==> src/rtl/pipe_ctrl.sv <==
// pipe_ctrl: stall/flush controller for the 5-stage core (hazards, mem wait, halt drain).
// In: start, id_ir, exe_ir, IsBranchTaken, mem_busy. Out: if/id/exe_stall, id/exe_flush,
// running, halted, busy_err (sticky), stall_count (saturating).
module pipe_ctrl #(
  parameter int DRAIN_CYCLES = 2,
  parameter int BUSY_TIMEOUT = 255
) (
  input  logic        clk,
  input  logic        rst_n,
  input  logic        start,
  input  logic [31:0] id_ir,
  input  logic [31:0] exe_ir,
  input  logic        IsBranchTaken,
  input  logic        mem_busy,
  output logic        if_stall,
  output logic        id_stall,
  output logic        exe_stall,
  output logic        id_flush,
  output logic        exe_flush,
  output logic        running,
  output logic        halted,
  output logic        busy_err,
  output logic [15:0] stall_count
);

  localparam logic [5:0] OP_LW   = 6'h23;
  localparam logic [5:0] OP_LH   = 6'h21;
  localparam logic [5:0] OP_LD   = 6'h37;
  localparam logic [5:0] OP_HALT = 6'h3f;

  localparam logic [15:0] DRAIN_LOAD = 16'(DRAIN_CYCLES - 1);
  localparam logic [15:0] BUSY_LIM   = 16'(BUSY_TIMEOUT);

  typedef enum logic [2:0] {
    S_IDLE,
    S_RUN,
    S_LU_STALL,
    S_FLUSH,
    S_MEM_WAIT,
    S_DRAIN,
    S_HALTED
  } state_t;

  state_t      state;
  state_t      state_d;
  logic [15:0] drain_cnt;
  logic [15:0] busy_cnt;

  logic [5:0] exe_op;
  logic [4:0] exe_rt;
  logic [4:0] id_rs;
  logic [4:0] id_rt;
  logic       is_load;
  logic       is_halt;
  logic       load_use;
  logic       busy_cnt_en;
  logic       timeout;
  logic       go_drain;
  logic       unused_bits;

  assign exe_op = exe_ir[31:26];
  assign exe_rt = exe_ir[20:16];
  assign id_rs  = id_ir[25:21];
  assign id_rt  = id_ir[20:16];

  assign unused_bits = ^{id_ir[31:26], id_ir[15:0], exe_ir[25:21], exe_ir[15:0]};

  assign is_load  = exe_op inside {OP_LW, OP_LH, OP_LD};
  assign is_halt  = exe_op == OP_HALT;
  assign load_use = is_load && (exe_rt != 5'd0)
                 && ((exe_rt == id_rs) || (exe_rt == id_rt));

  // Only states where a memory access can be outstanding
  // accumulate toward the timeout; any other cycle restarts it.
  assign busy_cnt_en = mem_busy
                    && (state inside {S_RUN, S_MEM_WAIT, S_DRAIN});
  assign timeout     = busy_cnt_en && (busy_cnt + 16'd1 == BUSY_LIM);

  assign go_drain = (state == S_RUN) && !mem_busy
                 && !IsBranchTaken && is_halt;

  always_comb begin
    state_d = state;
    unique case (state)
      S_IDLE, S_HALTED: if (start) state_d = S_RUN;
      S_RUN: begin
        if (mem_busy)           state_d = S_MEM_WAIT;
        else if (IsBranchTaken) state_d = S_FLUSH;
        else if (is_halt)       state_d = S_DRAIN;
        else if (load_use)      state_d = S_LU_STALL;
      end
      S_LU_STALL, S_FLUSH: state_d = S_RUN;
      S_MEM_WAIT: if (!mem_busy) state_d = S_RUN;
      S_DRAIN: begin
        if (!mem_busy && drain_cnt == 16'd0) state_d = S_HALTED;
      end
      default: state_d = S_IDLE;
    endcase
    if (timeout) state_d = S_HALTED;
  end

  always_comb begin
    if_stall  = 1'b0;
    id_stall  = 1'b0;
    exe_stall = 1'b0;
    id_flush  = 1'b0;
    exe_flush = 1'b0;
    unique case (state)
      S_IDLE, S_HALTED: begin
        if_stall  = 1'b1;
        id_stall  = 1'b1;
        exe_stall = 1'b1;
      end
      S_RUN: begin
        if (mem_busy) begin
          if_stall  = 1'b1;
          id_stall  = 1'b1;
          exe_stall = 1'b1;
        end else if (IsBranchTaken) begin
          // branch wins over load-use: the load's consumer is flushed anyway
          id_flush  = 1'b1;
          exe_flush = 1'b1;
        end else if (is_halt || load_use) begin
          if_stall  = 1'b1;
          id_stall  = 1'b1;
          exe_flush = 1'b1;
        end
      end
      S_FLUSH: id_flush = 1'b1;
      S_MEM_WAIT: begin
        if_stall  = mem_busy;
        id_stall  = mem_busy;
        exe_stall = mem_busy;
      end
      S_DRAIN: begin
        if_stall  = 1'b1;
        id_stall  = 1'b1;
        exe_flush = 1'b1;
      end
      default: ;
    endcase
  end

  always_ff @(posedge clk or negedge rst_n) begin
    if (!rst_n) begin
      state       <= S_IDLE;
      running     <= 1'b0;
      halted      <= 1'b0;
      busy_err    <= 1'b0;
      drain_cnt   <= 16'd0;
      busy_cnt    <= 16'd0;
      stall_count <= 16'd0;
    end else begin
      state   <= state_d;
      running <= state_d inside {S_RUN, S_LU_STALL, S_FLUSH, S_MEM_WAIT};
      halted  <= state_d == S_HALTED;
      if (timeout) busy_err <= 1'b1;
      busy_cnt <= (busy_cnt_en && !timeout) ? busy_cnt + 16'd1 : 16'd0;
      if (go_drain)
        drain_cnt <= DRAIN_LOAD;
      else if (state == S_DRAIN && !mem_busy && drain_cnt != 16'd0)
        drain_cnt <= drain_cnt - 16'd1;
      if (running && if_stall && stall_count != 16'hFFFF)
        stall_count <= stall_count + 16'd1;
    end
  end

endmodule

==> config.mk <==
export PLATFORM = sky130hd
export DESIGN_NAME = pipe_ctrl
export DESIGN_NICKNAME = d
export VERILOG_FILES = /design/src/rtl/pipe_ctrl.sv
export SDC_FILE = /design/constraint.sdc
export NUM_CORES = 1
export LEC_CHECK = 0
export BUFFER_PORTS_ARGS = -buffer_cell sky130_fd_sc_hd__buf_2
export CAP_MARGIN = 15
export CORE_AREA = 3 3 106 108
export DETAILED_ROUTE_END_ITERATION = 8
export DIE_AREA = 0 0 109 111
export GPL_TIMING_DRIVEN = 0
export MAX_ROUTING_LAYER = met4
export SYNTH_ARGS = -nofsm -noshare
export SYNTH_HDL_FRONTEND = slang
export SYNTH_SLANG_ARGS = --single-unit
==> constraint.sdc <==
create_clock -name clk -period 3.81 [get_ports clk]
set_input_delay 0.762 -clock clk [delete_from_list [all_inputs] [get_ports clk]]
set_output_delay 0.762 -clock clk [all_outputs]
set_load 0.01 [all_outputs]
# Yosys cells after proc, flatten, opt, wreduce, memory -nomap -nowiden
# Index checks and enable logic that the tools add are counted.
[totals]
inputBits = 69
reg_bits = 54
ram_bits = 0
latch_bits = 0
mem_bits_ro = 0
memories = 0
[op_classes]
n_eq_ne = 19
n_shift = 0
div = 0
n_addsub = 3
muxes = 24
magnitude_cmp = 0
multipliers = 0
bitwise_logic = 0
reduce_logical = 29
[ops]
columns = ["operator", "n"]
rows = [
  ["$mux W16", 3],
  ["$add A16 B1 Y16 const B", 2],
  ["$eq A6 B6 Y1 const B", 4],
  ["$mux W3", 8],
  ["$eq A16 B8 Y1 const B", 1],
  ["$logic_not A16 Y1", 1],
  ["$ne A16 B16 Y1 const B", 1],
  ["$reduce_bool A16 Y1", 1],
  ["$sub A16 B1 Y16 const B", 1],
  ["$eq A3 B3 Y1 const B", 5],
  ["$pmux W3 S5", 1],
  ["$logic_and A1 B1 Y1", 13],
  ["$eq A3 B2 Y1 const B", 4],
  ["$eq A5 B5 Y1", 2],
  ["$mux W1", 8],
  ["$eq A3 B1 Y1 const B", 2],
  ["$pmux W1 S3", 2],
  ["$reduce_bool A3 Y1", 2],
  ["$reduce_bool A5 Y1", 1],
  ["$pmux W1 S2", 2],
  ["$reduce_bool A4 Y1", 1],
  ["$reduce_or A2 Y1", 2],
  ["$logic_not A1 Y1", 3],
  ["$logic_not A3 Y1", 1],
  ["3 further kinds", 4],
]

# Logic depth before layout (Yosys ltp)
# Gate-level depths: netlist (run 1).
[depth]
ltp_word = 12
ltp_mapped = 10
mapped_depth_nobuf = 9

# Least setup slack after synthesis (run 1)
# No wires, ideal clock.
[synth_path]
path_kind = "input -> output"
startpoint = "in exe_ir[17]"
endpoint = "out if_stall"
path_stages = 7
arrival_time_ns = 2.087
n_path_buf = 1
slack_ns = 0.961
path_cell_list = "or4_1 nor2_1 nor4b_1 a21oi_1 o21ai_0 a31o_2 buf_4"
[synth_between]
elab_chain_len = 8
elab_cells_between_ends = 11
cone_classes = "eq/ne: 2; mux: 4; reduce/logical: 5"
[synth_rtl]
columns = ["element", "line", "source"]
rows = [
  ["start: declaration", "12", "input logic [31:0] exe_ir,"],
  ["$eq A5 B5 Y1 / $reduce_bool A5 Y1 (equally long branches)", "71, 70", ""],
  ["$logic_or A1 B1 Y1 / $logic_and A1 B1 Y1 (equally long branches)", "71, 70", ""],
  ["$logic_and A1 B1 Y1 *", "71", "&& ((exe_rt == id_rs) || (exe_rt == id_rt));"],
  ["$logic_or A1 B1 Y1 *", "123", "end else if (is_halt || load_use) begin"],
  ["$mux W1 * (3 in series)", "n/a", ""],
  ["$pmux W1 S3 *", "n/a", ""],
  ["end: declaration", "15", "output logic if_stall,"],
]
# Every way passes the cells marked *; elsewhere a longest branch is shown, timed or not.

# Worst setup path after layout (run 1)
[layout_path]
startpoint = "in exe_ir[18]"
endpoint = "out if_stall"
[layout_between]
elab_chain_len = 8
elab_cells_between_ends = 11
cone_classes = "eq/ne: 2; mux: 4; reduce/logical: 5"
[layout_rtl]
columns = ["element", "line", "source"]
rows = [
  ["$eq A5 B5 Y1 / $reduce_bool A5 Y1 (equally long branches)", "71, 70", ""],
  ["$logic_or A1 B1 Y1 / $logic_and A1 B1 Y1 (equally long branches)", "71, 70", ""],
  ["$logic_and A1 B1 Y1 *", "71", ""],
  ["$logic_or A1 B1 Y1 *", "123", ""],
  ["$mux W1 *", "123", ""],
  ["$mux W1 *", "119", "end else if (IsBranchTaken) begin"],
  ["$mux W1 *", "115", "if (mem_busy) begin"],
  ["$pmux W1 S3 *", "108", "unique case (state)"],
]
# Marked as above.

==> reports/metrics.csv, run 1 <==
stage;metric;value;unit
synth;post-synthesis async set-or-reset flop share;1.00;
placement;port bufs;49;
die;die width;109;um
power;combinational group share of total power;0.381;
min_path;Worst Hold Class;in2async;
synth;Post-synth EDFFs;0;
sta;fin. max-slew vios;0;
drt;routed len/inst;12.6;um
sta;RSZ-0062 raised after global routing;no;
final_layout;nets@finish;464;
power;P_int;1.22;mW
synth;compound-cell area share of the yosys netlist;0.0852;
power;Leakage Power;1.61;nW
synth;share of the synthesized area in the top cell type;0.436;
die;Core Region;0.0103;mm^2
worst_setup_path;Worst Path Arrival;2420;ps
die;row cnt;37;
sta;final count of hold timing violations;0;
worst_setup_path;crit path max fanout;4;
final_layout;Fillers;1063;
synth;top post-synthesis cells by area;dfrtp_1 44%, xnor2_1 11%, nor2_1 5.2%;
worst_setup_path;slowest stage delay, CP;640;ps
clocking;Resized Gates After CTS;0;
die;Die Ht;111;um
clocking;H-tree levels;2;
sta;clock skew after layout;4.13;ps
power;Switching Fraction;0.369;
drt;total wire length;6.65;mm
synth;top-count cell post-synth;dfrtp_1;
final_layout;Layout area overhead;17.6;%
clocking;clk root buf;clkbuf_8;
final_layout;layout cells sized above 1;0.199;
drt;Iter 0 DRT Violations;188;
sta;worst slew pin tran;862;ps
worst_setup_path;crit path cell chain;buf_2 -> or4_1 -> nor2_1 -> nor4b_1 -> a21oi_1 -> o21ai_0 -> a31o_2 -> buf_4 -> buf_2;
clocking;Post-CTS Setup Inserts;0;
placement;HPWL after DPL;5.01;mm
global_routing;first-pass GRT wire length;11.4;mm
sta;setup TNS;0;ps
die;total die area;0.0121;mm^2
synth;Avg Cell Area, Syn;9.28;um^2
worst_setup_path;Worst setup SP type;input port;
drt;vias per cell;4.80;
clocking;CTS hold repair buffers;0;
synth;post-synth top area cell;dfrtp_1;
drt;antenna-violating nets left;0;
global_routing;largest net degree at the start of global routing;41;
worst_setup_path;Worst path slowest cell;nor4b_1;
global_routing;grt ovf;0;
synth;xor and xnor fraction of the mapped netlist area;0.153;
drt;vias post-DR;2540;
job;Max-cap violations;0;
die;Initial Utilization;0.300;
synth;Post-Synth Simple-Gate Area;0.271;
power;clock share of power;0.194;
sta;Max transition margin;0.421;
final_layout;final instance area;0.00364;mm^2
clocking;Clk Latency, worst-skew pair;300;ps
global_routing;Total GRT Usage;0.117;
clocking;CTS tree;done;
power;switching power;0.716;mW
clocking;CTS Buf Count;5;
clocking;Longest Clk Path Bufs;2;
worst_setup_path;Worst R2R Setup Slack;1130;ps
worst_setup_path;crit-path leading delay family;simple AND/OR/NAND/NOR gates;
worst_setup_path;buffers plus inverters on the worst setup path;3;
worst_setup_path;Worst Setup End Kind;output port;
synth;Commonest cells post-synth;54 x dfrtp_1, 43 x nor2_1, 40 x xnor2_1, 26 x nand2_1;
synth;share of synthesized area spent on multiplexers;0.00687;
synth;Synth cell types;48;
sta;minimum clock period;3190;ps
worst_setup_path;CP required;3050;ps
drt;DRC errors left;0;
synth;post-synthesis sequential area ratio;0.436;
drt;Detailed Routing Iterations Pass 1;4;
power;Worst VDD drop;0.193;mV
clocking;Reg clk slew, reported paths;90;ps
global_routing;vias in the first global route;2467;
placement;Area after DPL;0.00353;mm^2
die;Ports;93;
sta;Peak Freq;0.314;GHz
power;sequential power share;0.425;
global_routing;initial antenna violation count;1;
power;PD cells;533;mW/mm^2
synth;largest family of logic cells by synthesized area;simple AND/OR/NAND/NOR gates;
worst_setup_path;CP most frequent cell;buf_2;
synth;mapped cell area;0.00310;mm^2
synth;synth warn;0;
synth;Main synth FF type;dfrtp_1;
clocking;clk sink count;54;
outcome;status;completed;
synth;Mapped Cells;334;
sta;final setup vio count;0;
synth;adder-cell share of the synthesized area;0.0162;
placement;GPL Wtd Cong;0.836;
synth;register bit count reported by yosys;54;
synth;syn_nets;407;
sta;final worst-path cycle share;0.836;
worst_setup_path;WS Path Type;in2out;
==> layout make-up <==
cell class | instances | area [um^2] | share of cell area
tap | 136 | 170 | 0.0467
antenna | 1 | 2.50 | 0.000687
clock buffer | 7 | 76.3 | 0.0210
buffer | 11 | 58.8 | 0.0161
inverter | 11 | 41.3 | 0.0113
multi-input combinational | 258 | 1650 | 0.452
sequential | 54 | 1350 | 0.371
clock inverter | 1 | 30.0 | 0.00824
timing repair buffer | 50 | 265 | 0.0728
==> state kept, by name, summed over array words and instances, names as in the netlist <==
| signal | flops |
|---|---|
| running | 1 |
| busy_err | 1 |
| state | 3 |
| halted | 1 |
| drain_cnt | 16 |
| busy_cnt | 16 |
| stall_count | 16 |
==> cell usage in the layout (no fill, tap or decap), types with 3 or more instances in the layout <==
cell,count
dfrtp_1,54
clkbuf_1,7
nor3b_1,3
inv_1,11
a21oi_1,12
or3_1,5
and3_1,9
nor4_1,5
ha_1,4
nand2_1,26
clkbuf_8,5
nand3_1,14
nor2_1,43
buf_2,51
or2_2,6
xor2_1,14
nor3_1,10
and2_1,4
o21ai_0,10
buf_4,4
or4_1,4
nand4_1,13
nand2b_1,4
xnor2_1,40
==> worst register-to-register path, stage by stage (launching register included) <==
cell and delay, ps:
dfrtp_1 430, inv_1 80, ha_1 150, or3b_1 370
or2_2 290, or3_1 420, or2_2 340, nor4_1 260
xnor2_1 160, nor2_1 60
==> through the flow <==
stage	utilization	total power [mW]	hold WS (ps)	worst slack, ps	std cells
6_report	0.353	1.94	359	624	529
5_1_grt	0.353	2.10	368	369	529
4_1_cts	0.353	1.96	364	620	528
3_5_place_dp	0.342	1.58	451	623	520
3_3_place_gp	0.340	1.55	456	640	519
2_1_floorplan	-	1.34	466	961	334
==> final timing paths <==
| kind | start | end | cells past startpoint |
|---|---|---|---|
| worst max register to register | drain_cnt[0] | drain_cnt[12] | 9 |
| worst min-delay path | rst_n | busy_cnt[0] | 1 |
| min in group clk | busy_err | busy_err | 1 |
| worst max-delay path | exe_ir[18] | if_stall | 9 |
| max in group asynchronous | rst_n | stall_count[12] | 2 |
| worst min register to register | busy_err | busy_err | 1 |
==> cells by family (layout without fill, tap and decap cells) <==
logic type,count (synthesis),in the layout
XOR/XNOR,54,54
adder cells (fa/ha/maj),4,4
multiplexers,2,2
buffers and inverters,22,80
other,0,1
AO/OA/AOI/OAI,38,38
flip-flops,54,54
AND/OR/NAND/NOR,160,160
==> power groups by stage <==
| stage | clock (mW) | combinational [mW] | sequential, mW |
|---|---|---|---|
| 2_1_floorplan | 0 | 0.513 | 0.830 |
| 3_3_place_gp | 0 | 0.724 | 0.829 |
| 3_5_place_dp | 0 | 0.744 | 0.836 |
| 4_1_cts | 0.390 | 0.748 | 0.827 |
| 5_1_grt | 0.411 | 0.837 | 0.851 |
| 6_report | 0.377 | 0.738 | 0.825 |
==> metal layers <==
layer,track usage,vias up,routed length (um)
met4,0.0354,0,72
met5,-,-,0
met1,0.148,1190,3020
met3,0.0256,5,482
li1,-,1273,-
met2,0.186,72,3070
No activity file was read; power rests on OpenSTA's default activity.
==> run 2: changes to the inputs <==
Settings changed: ABC_AREA set to 1, CORE_AREA 3 3 106 108 to 3 3 112 114, DIE_AREA 0 0 109 111 to 0 0 115 117.
Clock period 3.81 ns to 3.3 ns, I/O delays scaled along.
==> reports/metrics.csv, run 2 <==
stage;metric;value;unit
min_path;Worst Hold Class;in2async;
final_layout;Layout area overhead;17.9;%
drt;Iter 0 DRT Violations;125;
sta;Hold Worst Slack;330;ps
worst_setup_path;WS Path Type;in2out;
final_layout;Fillers;1249;
synth;Avg Cell Area, Syn;6.83;um^2
sta;RSZ-0062 raised after global routing;no;
clocking;Post-CTS Setup Inserts;0;
final_layout;most frequent cells in the layout;144 x nand2_1, 79 x inv_1, 67 x nor2_1, 54 x dfrtp_1, 49 x buf_2;
synth;compound-cell area share of the yosys netlist;0.0735;
outcome;status;completed;
synth;syn_nets;576;
sta;fin. max-slew vios;0;
clocking;Clk Latency, worst-skew pair;300;ps
placement;DP Worst Slack;730;ps
final_layout;Register Area;0.00135;mm^2
clocking;clk sink count;54;
sta;minimum clock period;2570;ps
synth;Synth cell types;29;
worst_setup_path;Worst Path Arrival;1910;ps
placement;port bufs;49;
global_routing;vias in the first global route;3161;
die;total die area;0.0135;mm^2
final_layout;non-filler instance count after layout;704;
clocking;Resized Gates After CTS;0;
synth;xor and xnor fraction of the mapped netlist area;0.0433;
die;row cnt;39;
global_routing;first-pass GRT wire length;13.8;mm
clocking;Reg clk slew, reported paths;70;ps
global_routing;met3 Track Usage GR;0.0257;
power;Worst VDD drop;0.231;mV
drt;Detailed Routing Iterations Pass 1;4;
final_layout;Regs by FF count;busy_cnt x16, drain_cnt x16, stall_count x16;
global_routing;Total GRT Usage;0.128;
synth;top post-synthesis cells by area;dfrtp_1 39%, nand2_1 16%, inv_1 8.6%;
worst_setup_path;Worst Setup End Kind;output port;
global_routing;initial antenna violation count;0;
placement;placed cell count;696;
die;Initial Utilization;0.298;
die;Ports;93;
synth;largest family of logic cells by synthesized area;simple AND/OR/NAND/NOR gates;
global_routing;GRT met1 Usage;0.158;
synth;adder-cell share of the synthesized area;0.0146;
power;PD cells;628;mW/mm^2
worst_setup_path;Worst setup SP type;input port;
sta;final setup vio count;0;
clocking;CTS tree;done;
synth;synth warn;0;
placement;HPWL after DPL;6.34;mm
power;Leakage Power;2.04;nW
synth;post-synthesis sequential area ratio;0.393;
drt;total wire length;8.07;mm
final_layout;layout cells sized above 1;0.152;
job;Max-cap violations;0;
die;Die Ht;117;um
sta;clock skew after layout;6.12;ps
clocking;H-tree levels;2;
global_routing;grt ovf;0;
sta;setup TNS;0;ps
synth;Post-Synth Simple-Gate Area;0.376;
drt;vias post-DR;3282;
die;die width;115;um
synth;post-synth top area cell;dfrtp_1;
sta;final count of hold timing violations;0;
sta;worst slew pin tran;558;ps
global_routing;Most Used Layer, Global Route;met2;
final_layout;most common cell after layout, fill and taps aside;nand2_1;
placement;GPL Wtd Cong;0.893;
clocking;clk root buf;clkbuf_16;
sta;final worst-path cycle share;0.778;
die;Core Region;0.0115;mm^2
worst_setup_path;CP required;2640;ps
worst_setup_path;crit path max fanout;4;
synth;mapped cell area;0.00344;mm^2
clocking;CTS Buf Count;5;
synth;share of the synthesized area in the top cell type;0.393;
drt;antenna-violating nets left;0;
sta;Peak Freq;0.390;GHz
final_layout;Multi-input gate area;0.00174;mm^2
final_layout;Antenna Cells;0;
synth;Post-synth EDFFs;0;
drt;vias per cell;4.66;
global_routing;largest net degree at the start of global routing;35;
synth;Main synth FF type;dfrtp_1;
global_routing;met2 Usage GRT;0.213;
clocking;Longest Clk Path Bufs;2;
drt;routed len/inst;11.5;um
synth;top-count cell post-synth;nand2_1;
sta;Max transition margin;0.626;
sta;crit path setup slack, layout;733;ps
synth;Commonest cells post-synth;144 x nand2_1, 79 x inv_1, 67 x nor2_1, 54 x dfrtp_1, 32 x nand3_1;
synth;share of synthesized area spent on multiplexers;0;
final_layout;nets@finish;633;
placement;Area after DPL;0.00388;mm^2
synth;register bit count reported by yosys;54;
drt;DRC errors left;0;
synth;Mapped Cells;503;
synth;post-synthesis async set-or-reset flop share;1.00;
clocking;CTS hold repair buffers;0;
final_layout;final instance area;0.00405;mm^2
==> run 2: cell count changes in the layout (fill, tap and decap cells not counted), sizes merged, moves of 7 or more <==
cell / before / now
nand2: 26 / 149
inv: 11 / 83
xnor2: 40 / 5
nor2: 43 / 77
nand3: 14 / 34
o21ai: 10 / 23
a21oi: 12 / 20
and3: 10 / 2
clkbuf: 12 / 5
nor3: 10 / 17
or2: 8 / 1
==> run 2: report_power, final <==
| group | total [mW] | leakage (nW) | internal (mW) | switching (mW) |
|---|---|---|---|---|
| Sequential | 0.949 | 0.696 | 0.807 | 0.142 |
| Clock | 0.618 | 0.0844 | 0.363 | 0.255 |
| Combinational | 0.977 | 1.26 | 0.346 | 0.631 |
==> run 2: path summary, 6_finish.rpt <==
check	startpoint	end	slack [ps]	cells past startpoint
max	exe_ir[17]	if_stall	730	13
min	rst_n	halted	330	1
max reg2reg	busy_cnt[0]	busy_cnt[0]	950	13
min reg2reg	busy_err	busy_err	460	2
max in group asynchronous	rst_n	drain_cnt[10]	2420	2
min in group clk	busy_err	busy_err	460	2
==> run 2: cell families after synthesis <==
family                   Yosys count
flip-flops                        54
buffers and inverters             86
XOR/XNOR                          17
AO/OA/AOI/OAI                     48
adder cells (fa/ha/maj)            4
AND/OR/NAND/NOR                  294
==> run 2: worst max-delay path, cell delays in order <==
cell	delay [ps]
buf_2	110
inv_1	50
nand2_1	50
nand2_1	50
nor2_1	150
nand3_1	80
nand2_1	70
nand2_1	100
nand2_1	100
nand3_1	70
nand2_1	170
buf_4	140
buf_2	110
==> run 2: layout make-up <==
type | count | area share
timing repair buffer | 50 | 0.0654
tap | 143 | 0.0441
clock buffer | 5 | 0.0309
sequential | 54 | 0.333
buffer | 4 | 0.00833
inverter | 82 | 0.0759
clock inverter | 3 | 0.0117
multi-input combinational | 363 | 0.430
==> run 2: metrics by stage <==
step                      utilization  power (mW)
after floorplan                     -        1.62
after global placement          0.335        1.92
after detailed placement        0.337        1.95
after CTS                       0.352        2.58
after global routing            0.352        2.76
final                           0.352        2.54
==> run 2: layer usage <==
metal	vias up	share of wire
met5	-	0
met1	1514	0.46
met2	64	0.49
met4	0	0.014
li1	1688	-
met3	16	0.035
==> run 3: changes to the inputs <==
Settings changed: ABC_AREA 1 to 0, CORE_AREA 3 3 112 114 to 3 3 106 108, DIE_AREA 0 0 115 117 to 0 0 109 111.
Clock period 3.3 ns to 2.5 ns, I/O delays scaled along.
==> reports/metrics.csv, run 3 (synthesis results as in run 1) <==
stage;metric;value;unit
sta;Peak Freq;0.406;GHz
final_layout;layout cells sized above 1;0.318;
final_layout;most common cell after layout, fill and taps aside;dfrtp_1;
clocking;clk root buf;clkbuf_8;
sta;Max transition margin;0.660;
power;Switching Fraction;0.368;
sta;RSZ-0062 raised after global routing;yes;
global_routing;vias in the first global route;2537;
final_layout;nets@finish;484;
die;die width;109;um
drt;DRC errors left;0;
final_layout;most frequent cells in the layout;50 x dfrtp_1, 45 x buf_2, 40 x xnor2_1, 38 x nor2_1, 25 x nand2_1;
power;sequential power share;0.387;
die;Initial Utilization;0.300;
global_routing;largest net degree at the start of global routing;41;
die;Die Ht;111;um
drt;vias post-DR;2660;
power;clock share of power;0.175;
final_layout;Regs by FF count;busy_cnt x16, drain_cnt x16, stall_count x16;
clocking;CTS tree;done;
worst_setup_path;Worst Setup End Kind;flip-flop;
die;total die area;0.0121;mm^2
job;Max-cap violations;0;
drt;total wire length;7.15;mm
global_routing;first-pass GRT wire length;11.6;mm
drt;antenna-violating nets left;0;
clocking;CTS hold repair buffers;0;
die;Ports;93;
power;PD cells;815;mW/mm^2
drt;Detailed Routing Iterations Pass 1;4;
power;Tot Pwr;3.26;mW
sta;final setup vio count;0;
clocking;Reg clk slew, reported paths;90;ps
clocking;H-tree levels;2;
clocking;Longest Clk Path Bufs;2;
die;row cnt;37;
worst_setup_path;WS Path Type;reg2reg;
sta;fin. max-slew vios;0;
clocking;Clk Latency, worst-skew pair;300;ps
die;Core Region;0.0103;mm^2
sta;worst slew pin tran;507;ps
placement;port bufs;49;
clocking;CTS Buf Count;5;
final_layout;Core Util, Final;0.388;
clocking;clk sink count;54;
worst_setup_path;CP required;2690;ps
placement;HPWL after DPL;5.01;mm
sta;final count of hold timing violations;0;
worst_setup_path;Worst R2R Setup Slack;40;ps
worst_setup_path;Worst setup SP type;flip-flop;
global_routing;grt ovf;0;
power;P_int;2.06;mW
worst_setup_path;Worst Path Arrival;2650;ps
sta;final worst-path cycle share;0.985;
global_routing;initial antenna violation count;1;
final_layout;Layout area overhead;29.2;%
power;switching power;1.20;mW
global_routing;Total GRT Usage;0.119;
power;Leakage Power;1.75;nW
worst_setup_path;crit path max fanout;3;
sta;minimum clock period;2460;ps
min_path;Worst Hold Class;in2async;
drt;routed len/inst;13.0;um
outcome;status;completed;
drt;vias per cell;4.85;
power;combinational group share of total power;0.439;
drt;Iter 0 DRT Violations;190;
sta;clock skew after layout;5.18;ps
power;Worst VDD drop;0.298;mV
placement;GPL Wtd Cong;0.836;
run 3: cell type report:
cell class | instances | area, um^2
inverters | 11 | 41.3
flip-flops and latches | 54 | 1360
clock inverters | 1 | 30.0
well taps | 136 | 170
fillers | 1020 | 6320
diodes | 1 | 2.50
plain buffers | 10 | 70.1
repair buffers | 71 | 458
clock buffers | 7 | 76.3
multi-input cells | 258 | 1800
run 3: worst paths after layout:
path                            cells after the start          from       endpoint
worst max-delay path                                7  drain_cnt[9]        running
worst min-delay path                                1         rst_n    busy_cnt[1]
worst max register to register                      7  drain_cnt[9]        running
worst min register to register                      1      busy_err       busy_err
max in group asynchronous                           2         rst_n  drain_cnt[10]
min in group clk                                    1      busy_err       busy_err
run 3: routing by layer:
layer  share of wire  wire [um]  GRT usage
met1            0.44       3150      0.146
met2            0.48       3420      0.195
met3           0.067        477     0.0256
met4           0.014        100     0.0362
met5               0          0          -
run 3: stage by stage:
stage                     instances  hold slack [ps]  setup WS [ps]  instance area, um^2  TNS [ps]
after floorplan                 334              204           20.5                 3100         0
after global placement          519              456           -239                 3510     -3490
after detailed placement        520              439           -256                 3530     -4170
after CTS                       533              102           2.82                 3760         0
after global routing            549              107          -65.0                 4000      -561
final                           549             99.5           36.3                 4000         0
run 3: repair_timing:
action                     in CTS  in global routing
pin swaps                      11                 15
resized for setup              22                 36
setup endpoints to repair      24                 38
buffers inserted                6                 14
gates cloned                    0                  1
run 3: power by group through the flow:
| stage | sequential [mW] | combinational [mW] | clock (mW) |
|---|---|---|---|
| after floorplan | 1.26 | 0.781 | 0 |
| after detailed placement | 1.27 | 1.13 | 0 |
| final | 1.26 | 1.43 | 0.570 |
| after CTS | 1.25 | 1.23 | 0.594 |
| after global placement | 1.26 | 1.10 | 0 |
| after global routing | 1.30 | 1.59 | 0.624 |
run 3: critical path: stages (launching register included):
cell and delay (ps):
dfrtp_1 400, or4_4 550, or2_4 250, or4_4 530
o21ai_2 120, o2111a_2 240, nand3b_1 90, xor2_1 170
